**config.mk**
```make
export PLATFORM = sky130hd
export DESIGN_NAME = fft_frame_seq
export DESIGN_NICKNAME = d
export VERILOG_FILES = /design/src/rtl/fft_frame_seq.sv
export SDC_FILE = /design/constraint.sdc
export NUM_CORES = 1
export LEC_CHECK = 0
export ABC_AREA = 0
export BUFFER_PORTS_ARGS = -buffer_cell sky130_fd_sc_hd__clkbuf_2
export CORE_ASPECT_RATIO = 0.9
export CORE_MARGIN = 5
export CORE_UTILIZATION = 40
export CTS_BUF_LIST = sky130_fd_sc_hd__clkbuf_4 sky130_fd_sc_hd__clkbuf_8
export DETAILED_ROUTE_END_ITERATION = 16
export PLACE_DENSITY = 0.63
export SLEW_MARGIN = 15
export SYNTH_ARGS = -nofsm -noshare
export SYNTH_HDL_FRONTEND = slang
export SYNTH_SLANG_ARGS = --single-unit
```
**constraint.sdc**
```tcl
create_clock -name iCLK -period 3 [get_ports iCLK]
set_input_delay 0.15 -clock iCLK [delete_from_list [all_inputs] [get_ports iCLK]]
set_output_delay 0.15 -clock iCLK [all_outputs]
set_load 0.05 [all_outputs]
```
**src/rtl/fft_frame_seq.sv**
```systemverilog
// Frame sequencer for the 2048-point FFT: streams a frame into the banks, starts the core,
// then drains the banks through a credit-limited skid FIFO as a bin-tagged output stream.
module fft_frame_seq #(
  parameter int unsigned DW         = 16,
  parameter int unsigned RAM_RD_LAT = 2,
  parameter int unsigned FIFO_DEPTH = 4
) (
  input  logic            iCLK,
  input  logic            iRESET,
  input  logic            iIN_VALID,
  input  logic [2*DW-1:0] iIN_DATA,
  output logic            oIN_READY,
  output logic            oFFT_START,
  input  logic            iFFT_RDY,
  output logic            oOWN,
  output logic [3:0]      oLD_WE,
  output logic [8:0]      oLD_ADDR,
  output logic [2*DW-1:0] oLD_DATA,
  output logic [1:0]      oUL_BANK,
  output logic [8:0]      oUL_ADDR,
  input  logic [8*DW-1:0] iRAM_Q,
  output logic            oOUT_VALID,
  output logic [2*DW-1:0] oOUT_DATA,
  output logic [10:0]     oOUT_BIN,
  output logic            oOUT_LAST,
  input  logic            iOUT_READY,
  output logic            oBUSY
);

  localparam int unsigned SW = 2 * DW;
  localparam int unsigned PW = (FIFO_DEPTH > 1) ? $clog2(FIFO_DEPTH) : 1;
  localparam int unsigned CW = $clog2(FIFO_DEPTH + RAM_RD_LAT + 1);

  typedef enum logic [1:0] {StLoad, StKick, StRun, StUnload} state_e;

  state_e      state_q, state_d;
  logic [10:0] ld_cnt_q, ld_cnt_d;
  logic        seen_low_q, seen_low_d;
  logic [10:0] rd_cnt_q, rd_cnt_d;
  logic        rd_done_q, rd_done_d;

  logic [3:0]    ld_we_q;
  logic [8:0]    ld_addr_q;
  logic [SW-1:0] ld_data_q;

  logic          pipe_v_q [RAM_RD_LAT];
  logic [10:0]   pipe_m_q [RAM_RD_LAT];

  logic [SW-1:0] fifo_data_q [FIFO_DEPTH];
  logic [10:0]   fifo_bin_q  [FIFO_DEPTH];
  logic          fifo_last_q [FIFO_DEPTH];
  logic [PW-1:0] wr_ptr_q, rd_ptr_q;
  logic [CW-1:0] fifo_cnt_q, inflight;

  logic          in_acc, issue, push, pop, head_last;
  logic [1:0]    cap_bank;
  logic [SW-1:0] cap_data;
  logic [10:0]   cap_m;

  // Radix-2 digit to the MSB, base-4 digits reversed.
  function automatic logic [10:0] bin_of(input logic [10:0] m);
    return {m[0], m[2:1], m[4:3], m[6:5], m[8:7], m[10:9]};
  endfunction

  always_comb begin
    inflight = '0;
    for (int i = 0; i < RAM_RD_LAT; i++) inflight = inflight + CW'(pipe_v_q[i]);
  end

  assign in_acc    = iIN_VALID && (state_q == StLoad);
  // Credit check keeps every issued read guaranteed a FIFO slot on return.
  assign issue     = (state_q == StUnload) && !rd_done_q &&
                     ((fifo_cnt_q + inflight) < CW'(FIFO_DEPTH));
  assign push      = pipe_v_q[RAM_RD_LAT-1];
  assign pop       = (fifo_cnt_q != '0) && iOUT_READY;
  assign head_last = fifo_last_q[rd_ptr_q];
  assign cap_m     = pipe_m_q[RAM_RD_LAT-1];
  assign cap_bank  = cap_m[10:9];

  always_comb begin
    cap_data = '0;
    unique case (cap_bank)
      2'd0: cap_data = iRAM_Q[SW-1:0];
      2'd1: cap_data = iRAM_Q[2*SW-1:SW];
      2'd2: cap_data = iRAM_Q[3*SW-1:2*SW];
      2'd3: cap_data = iRAM_Q[4*SW-1:3*SW];
      default: cap_data = '0;
    endcase
  end

  always_comb begin
    state_d    = state_q;
    ld_cnt_d   = ld_cnt_q;
    seen_low_d = seen_low_q;
    rd_cnt_d   = rd_cnt_q;
    rd_done_d  = rd_done_q;
    unique case (state_q)
      StLoad: begin
        if (in_acc) begin
          ld_cnt_d = ld_cnt_q + 11'd1;
          if (ld_cnt_q == 11'd2047) state_d = StKick;
        end
      end
      StKick: begin
        seen_low_d = 1'b0;
        state_d    = StRun;
      end
      StRun: begin
        // A ready that never dropped after the kick is stale, not completion.
        if (!iFFT_RDY) begin
          seen_low_d = 1'b1;
        end else if (seen_low_q) begin
          seen_low_d = 1'b0;
          state_d    = StUnload;
        end
      end
      StUnload: begin
        if (issue) begin
          rd_cnt_d = rd_cnt_q + 11'd1;
          if (rd_cnt_q == 11'd2047) rd_done_d = 1'b1;
        end
        if (pop && head_last) begin
          state_d   = StLoad;
          ld_cnt_d  = '0;
          rd_cnt_d  = '0;
          rd_done_d = 1'b0;
        end
      end
      default: state_d = StLoad;
    endcase
  end

  always_ff @(posedge iCLK or negedge iRESET) begin
    if (!iRESET) begin
      state_q    <= StLoad;
      ld_cnt_q   <= '0;
      seen_low_q <= 1'b0;
      rd_cnt_q   <= '0;
      rd_done_q  <= 1'b0;
      ld_we_q    <= '0;
      ld_addr_q  <= '0;
      ld_data_q  <= '0;
      wr_ptr_q   <= '0;
      rd_ptr_q   <= '0;
      fifo_cnt_q <= '0;
      for (int i = 0; i < RAM_RD_LAT; i++) begin
        pipe_v_q[i] <= 1'b0;
        pipe_m_q[i] <= '0;
      end
    end else begin
      state_q    <= state_d;
      ld_cnt_q   <= ld_cnt_d;
      seen_low_q <= seen_low_d;
      rd_cnt_q   <= rd_cnt_d;
      rd_done_q  <= rd_done_d;
      ld_we_q    <= in_acc ? (4'b0001 << ld_cnt_q[10:9]) : 4'b0000;
      if (in_acc) begin
        ld_addr_q <= ld_cnt_q[8:0];
        ld_data_q <= iIN_DATA;
      end
      pipe_v_q[0] <= issue;
      pipe_m_q[0] <= rd_cnt_q;
      for (int i = 1; i < RAM_RD_LAT; i++) begin
        pipe_v_q[i] <= pipe_v_q[i-1];
        pipe_m_q[i] <= pipe_m_q[i-1];
      end
      if (push) wr_ptr_q <= (wr_ptr_q == PW'(FIFO_DEPTH - 1)) ? '0 : wr_ptr_q + PW'(1);
      if (pop)  rd_ptr_q <= (rd_ptr_q == PW'(FIFO_DEPTH - 1)) ? '0 : rd_ptr_q + PW'(1);
      fifo_cnt_q <= fifo_cnt_q + CW'(push) - CW'(pop);
    end
  end

  always_ff @(posedge iCLK) begin
    if (push) begin
      fifo_data_q[wr_ptr_q] <= cap_data;
      fifo_bin_q[wr_ptr_q]  <= bin_of(cap_m);
      fifo_last_q[wr_ptr_q] <= (cap_m == 11'd2047);
    end
  end

  assign oIN_READY  = (state_q == StLoad);
  assign oFFT_START = (state_q == StKick);
  assign oOWN       = (state_q == StLoad) || (state_q == StUnload);
  assign oBUSY      = !((state_q == StLoad) && (ld_cnt_q == 11'd0));
  assign oLD_WE     = ld_we_q;
  assign oLD_ADDR   = ld_addr_q;
  assign oLD_DATA   = ld_data_q;
  assign oUL_BANK   = rd_cnt_q[10:9];
  assign oUL_ADDR   = rd_cnt_q[8:0];
  assign oOUT_VALID = (fifo_cnt_q != '0);
  // FIFO storage is not reset; gating keeps the outputs at zero while empty.
  assign oOUT_DATA  = oOUT_VALID ? fifo_data_q[rd_ptr_q] : '0;
  assign oOUT_BIN   = oOUT_VALID ? fifo_bin_q[rd_ptr_q] : '0;
  assign oOUT_LAST  = oOUT_VALID && head_last;

endmodule

```
==> results of run 1 <==
## per-stage QoR
| step | util (%) | hold WS [ns] | worst slack [ns] | instances | area, um2 |
|---|---|---|---|---|---|
| 6_report | 51.2 | 0.0441 | 0.358 | 1414 | 14800 |
| 5_1_grt | 51.2 | 0.0276 | 0.241 | 1414 | 14800 |
| 4_1_cts | 51.2 | 0.00875 | 0.281 | 1414 | 14800 |
| 3_5_place_dp | 46.9 | 0.227 | 0.708 | 1295 | 13500 |
| 3_3_place_gp | 46.9 | 0.219 | 0.753 | 1295 | 13500 |
| 2_1_floorplan | - | -0.146 | 0.800 | 652 | 11700 |
## worst paths after layout
kind,depth (start not counted),start,endpoint,slack [ns]
hold / removal,2,iRAM_Q[9],fifo_data_q[2][9],0.04
min in group asynchronous,2,iRESET,oLD_ADDR[1],0.18
setup / recovery,4,rd_ptr_q[1],oOUT_BIN[0],0.36
hold reg to reg,0,pipe_m_q[13],cap_m[2],0.34
max in group asynchronous,3,iRESET,oLD_DATA[21],2.09
setup reg to reg,3,cap_m[9],fifo_data_q[3][5],0.66
## what timing repair did
item,in CTS,in global routing
hold buffers,37,0
endpoints found under the setup margin,0,0
setup buffers,0,0
endpoints found under the hold margin,85,0
## metal layers
metal | share of wire (%) | vias up | global-route usage, % | routed length [um]
met4 | 1.6 | 0 | 3.65 | 403
li1 | - | 3226 | - | -
met2 | 48 | 259 | 26.7 | 12400
met5 | 0 | - | 0 | 0
met1 | 42 | 3512 | 20.4 | 10900
met3 | 8.8 | 40 | 4.82 | 2290
## area by class of cell
cell class              instances  area [um2]  share of cell area (%)
well taps                     396         495                    3.35
clock buffers                  59         724                    4.90
multi-input cells             325        3600                    24.4
repair buffers                321        1910                    12.9
flip-flops and latches        278        7850                    53.1
clock inverters                23         161                    1.09
inverters                      12        45.0                   0.305
## Yosys cell counts, types with 2 or more instances
master and number:
nor3_1 9, and4_1 4, mux4_2 76, nor2_1 9, buf_2 10, a221o_1 5
mux2_2 43, a22o_1 2, edfxtp_1 176, ha_1 16, o21ai_0 9, nand4_1 7
nand2b_1 5, nor2b_1 7, nand2_1 21, and3_1 3, dfrtp_1 102, clkbuf_1 23
nor3b_1 4, buf_6 3, or4_1 2, a211o_1 2, nor4_1 2, o31ai_1 2
xnor2_1 2, mux2i_1 5, inv_1 11, nand3_1 16, o22ai_1 2, o22a_1 3
or3_1 3, and2_1 49, o211ai_1 3
## state kept, by name, indices dropped and copies added, names as in the netlist
name         flops
oLD_ADDR         9
fifo_bin_q      44
wr_ptr_q         2
fifo_data_q    128
state_q          2
push             1
oLD_WE           4
cap_m           11
ld_cnt_q        11
rd_done_q        1
fifo_last_q      4
fifo_cnt_q       3
oLD_DATA        32
pipe_v_q         1
rd_ptr_q         2
seen_low_q       1
rd_cnt_q        11
pipe_m_q        11
## worst register-to-register path: cells and delay by family (launching register included)
kind	cells	cell delay, ns
buffers and inverters	2	0.89
flip-flops	1	0.68
multiplexers	1	0.52
## cell families (layout without fill, tap and decap cells)
family	count (synthesis)	count (layout)	share of synthesized area, %
AO/OA/AOI/OAI	38	38	2.52
XOR/XNOR	2	2	0.150
adder cells (fa/ha/maj)	17	17	1.89
buffers and inverters	49	415	1.88
flip-flops	278	278	67.3
multiplexers	124	124	19.3
AND/OR/NAND/NOR	144	144	7.03
## power by group
group / switching [mW] / internal [mW]
Sequential: 0.540 / 5.01
Combinational: 4.60 / 2.23
Clock: 1.45 / 1.76
Total: 6.59 / 8.99
==> results.md, run 1 <==
- Ys Warns: 0
- Clock root buffer: clkbuf_8
- Crit-path leading delay family: buffers and inverters
- DRT Pass-1 Iters: 4
- Worst hold path class: in -> reg
- Wire length per cell: 18.3 um
- Reg clk slew, reported paths: 0.06 ns
- Pwr/cell area: 1050 nW/um2
- Main flop type after synthesis: edfxtp_1
- Core area: 28,900 um2
- Syn Inst Count: 652
- Slew HR: 55.7%
- Total Power: 15.6 mW
- Static Leakage: 5.98 nW
- Library cells used by synthesis: 49
- Worst EP required: 2.85 ns
- Synthesis-to-layout area growth: 26.9%
- Aggregate routed wire length: 25.9 mm
- Clk_skew: 0.0258 ns
- Clock period minus worst slack: 2.64 ns
- Crit path kind: reg -> out
- Final period utilization: 88.1%
- Aggregate global-route resource usage: 15.8%
- Yosys top cell area share: 45.4%
- Filler cell count: 2,377
- Worst-path fanout max: 35
- CP Launch Type: register
- Vias in the first global route: 7,583
- Slew Viols, Final: 0
- Synth Register Bits: 278
- Clk buf depth: 3
- Fmax: 378 MHz
- WP data arrival: 2.49 ns
- Number of synthesized flops with an enable pin: 176
- Syn Nets: 834
- GRT overflow: 0
- Post-synth top area cell: edfxtp_1
- Vias per cell: 4.98
- Setup TNS Final: 0 ns
- # setup viols final: 0
- Seq/Total Area, Yosys: 67.3%
- # port buffers: 269
- Commonest non-fill, non-tap cell in the layout: clkbuf_2
- Antenna violations before repair: 0
- Final hold vios: 0
- RSZ-0062 raised after global routing: false
- Async set or reset register ratio after synthesis: 36.7%
- Hpwl dp: 17.0 mm
- Resized cells post-CTS: 0
- Commonest cells after routing, fill and taps aside: clkbuf_2, edfxtp_1, dfrtp_1
- Worst-Margin Slew: 0.665 ns
- First-pass GRT wire length: 41.2 mm
- DRT antenna net count: 0
- Ranking of synthesized cells by area: edfxtp_1, dfrtp_1, mux4_2
- CTS tree: yes
- Buf+Inv Stages, Crit Path: 2
- Via count: 7,037
- Largest net degree at the start of global routing: 51
- Std cell rows: 59
- Num CTS Buffers: 44
- Initial Utilization: 40.4%
- Die ar.: 32,700 um2
- Top Ports: 270
- Max VDD drop: 0.699 mV
- Max stage delay cell, worst path: dfrtp_2
- Synth Cell Area: 11,700 um2
- Ant. Diodes: 0
- Die W: 190 um
- Worst skew pair latency: 0.56 ns
- Final Wtd Congestion: 0.727
- CP Capture Type: primary output
- Initial drt markers: 455
- Die height: 172 um
- Cells along the critical path: buf_4 > mux4_2 > and2_1 > clkbuf_2
- Status: finished, final reports clean
- Fraction of layout cells with a size suffix above 1: 47.6%
- Max-cap violations: 0
- CP peak stage delay: 0.56 ns
- DR DRC count: 0
- Clk sink count: 278
- H-tree depth: 2
- Final #Nets: 1,164
- Mean Syn Cell Area: 17.9 um2
No activity file was read; power rests on OpenSTA's default activity.
==> run 2, diff against run 1 <==
Settings changed: CORE_MARGIN 5 to 2.
==> run 2 against run 1 <==
Critical path depth stayed put. Sequential power about the same. Setup slack better by 0.0078 ns. Sequential share of layout area rose by 0.16 points. Count of clock-buffer cells in the layout is 10 higher. Clock skew fell by 0.013 ns. Critical path type unchanged.
==> results.md, run 2 (same netlist as run 1, synthesis figures left out) <==
- Worst skew pair latency: 0.55 ns (about the same)
- DRT antenna net count: 0 (unchanged)
- Int Pwr: 9.08 mW (+0.94%)
- H-tree depth: 2 (unchanged)
- Final period utilization: 87.8% (-0.26 points)
- Final Wtd Congestion: 0.759 (+4.3%)
- Fraction of layout cells with a size suffix above 1: 48.6% (+0.92 points)
- Vias in the first global route: 7,390 (-2.5%)
- Max-cap violations: 0 (unchanged)
- Net Sw Frac: 41.8% (-0.53 points)
- Clock share of power: 21.0% (+0.4 points)
- Largest Register: fifo_data_q
- Worst hold path class: in -> reg
- Aggregate routed wire length: 25.0 mm (-3.7%)
- Commonest cells after routing, fill and taps aside: clkbuf_2, edfxtp_1, dfrtp_1
- Max FFs per register: 128 (unchanged)
- Commonest non-fill, non-tap cell in the layout: clkbuf_2
- Clock period minus worst slack: 2.63 ns (-0.00780 ns)
- Via count: 6,963 (-1.1%)
- RSZ-0062 raised after global routing: false
- DRT Pass-1 Iters: 4 (unchanged)
- Ant. Diodes: 0 (unchanged)
- Max VDD drop: 0.838 mV (+20%)
- Reg clk slew, reported paths: 0.06 ns (about the same)
- # setup viols final: 0 (unchanged)
- Largest net degree at the start of global routing: 53 (+3.9%)
- Wire length per cell: 18.1 um (-1.1%)
- Initial drt markers: 348 (-24%)
- Fmax: 380 MHz (+0.30%)
- Vias per cell: 5.06 (+1.6%)
- Pwr/cell area: 1060 nW/um2 (+0.31%)
- Clk_skew: 0.0124 ns (-0.0134 ns)
- Comb power frac: 43.4% (-0.4 points)
- Status: finished, final reports clean
- Worst EP required: 2.85 ns (about the same)
- Initial Utilization: 40.5% (+0.10 points)
- Hpwl dp: 16.1 mm (-5.4%)
- CP Launch Type: register
- Die height: 166 um (-3.5%)
- Setup Buffers After CTS: 0 (unchanged)
- Worst-path fanout max: 31 (-11%)
- Die ar.: 30,500 um2 (-6.5%)
- Resized cells post-CTS: 0 (unchanged)
- Std cell rows: 59 (unchanged)
- Num CTS Buffers: 46 (+4.5%)
- Clock root buffer: clkbuf_8
- GRT overflow: 0 (unchanged)
- Setup TNS Final: 0 ns (unchanged)
- CTS tree: yes
- Slew Viols, Final: 0 (unchanged)
- Antenna violations before repair: 1 (+1)
- Final core occ: 51.2% (about the same)
- Non-Filler Instances: 1,377 (-2.6%)
- Clk sink count: 278 (unchanged)
- Clk buf depth: 3 (unchanged)
- # port buffers: 269 (unchanged)
- Die W: 184 um (-3.2%)
- Core area: 28,800 um2 (-0.26%)
- Crit path kind: reg -> out
- Slew HR: 55.4% (-0.29 points)
- CP Capture Type: primary output
- Sequential Power Share: 35.6% (about the same)
- Final hold vios: 0 (unchanged)
- Placed cells: 1,262 (-2.5%)
- Synthesis-to-layout area growth: 26.5%
- Final #Nets: 1,161 (-0.26%)
- Switching pwr: 6.51 mW (-1.2%)
- Aggregate global-route resource usage: 16.4% (+0.57 points)
- Worst-Margin Slew: 0.670 ns (+0.00434 ns)
- First-pass GRT wire length: 39.2 mm (-4.8%)
- WP data arrival: 2.48 ns (about the same)
- Hold_ws: 0.0532 ns (+0.00915 ns)
- Post-CTS Hold Buffers: 35 (-5.4%)
- DR DRC count: 0 (unchanged)
- Static Leakage: 5.99 nW (+0.15%)
- Top Ports: 270 (unchanged)
==> run 2: cell types whose count changed in the layout (fill, tap and decap cells not counted) <==
cell	change
inv_6	+1
clkinv_2	+1
clkbuf_4	+6
bufinv_16	-1
clkinvlp_4	-1
buf_4	-4
dlygate4sd3_1	-2
buf_12	+1
inv_8	-1
clkinv_1	-11
clkbuf_8	+4
==> run 2: final cells by class <==
cell class | count | area [um2]
fill | 2424 | 14100
inverter | 12 | 45.0
sequential | 278 | 7850
clock buffer | 69 | 825
clock inverter | 11 | 85.1
timing repair buffer | 316 | 1880
multi-input combinational | 325 | 3600
tap | 366 | 458
==> run 2: worst paths after layout <==
path,startpoint,end,slack (ns),cells past startpoint
setup / recovery,rd_ptr_q[0],oOUT_DATA[31],0.37,4
hold / removal,iRAM_Q[29],fifo_data_q[2][29],0.05,2
setup reg to reg,rd_ptr_q[0],ld_cnt_q[0],0.61,4
hold reg to reg,pipe_m_q[13],cap_m[2],0.34,0
max in group asynchronous,iRESET,cap_m[1],2.00,3
min in group asynchronous,iRESET,oLD_WE[1],0.17,2
==> run 2: metrics by stage <==
stage	cell area [um2]	worst slack [ns]	total power [mW]
after floorplan	11700	0.800	10.7
after global placement	13500	0.640	12.4
after detailed placement	13500	0.610	12.4
after CTS	14700	0.277	15.8
after global routing	14700	0.205	16.4
final	14700	0.365	15.6
==> run 2: worst max-delay path, cell delays in order, from the launching register on <==
cell      delay [ns]
dfrtp_4         0.64
buf_12          0.31
mux4_2          0.53
and2_1          0.20
clkbuf_2        0.24
==> run 2: power by group through the flow <==
stage / Combinational [mW] / Sequential [mW] / Clock [mW]
2_1_floorplan: 4.34 / 6.40 / 0
3_3_place_gp: 6.78 / 5.58 / 0
3_5_place_dp: 6.83 / 5.61 / 0
4_1_cts: 6.87 / 5.55 / 3.38
5_1_grt: 7.21 / 5.66 / 3.55
6_report: 6.77 / 5.54 / 3.27
==> run 2: layer usage <==
| layer | share of wire, % | track usage [%] |
|---|---|---|
| met5 | 0.052 | 0 |
| met4 | 2.1 | 4.66 |
| met3 | 7.9 | 4.65 |
| met2 | 48 | 28.0 |
| met1 | 42 | 20.3 |
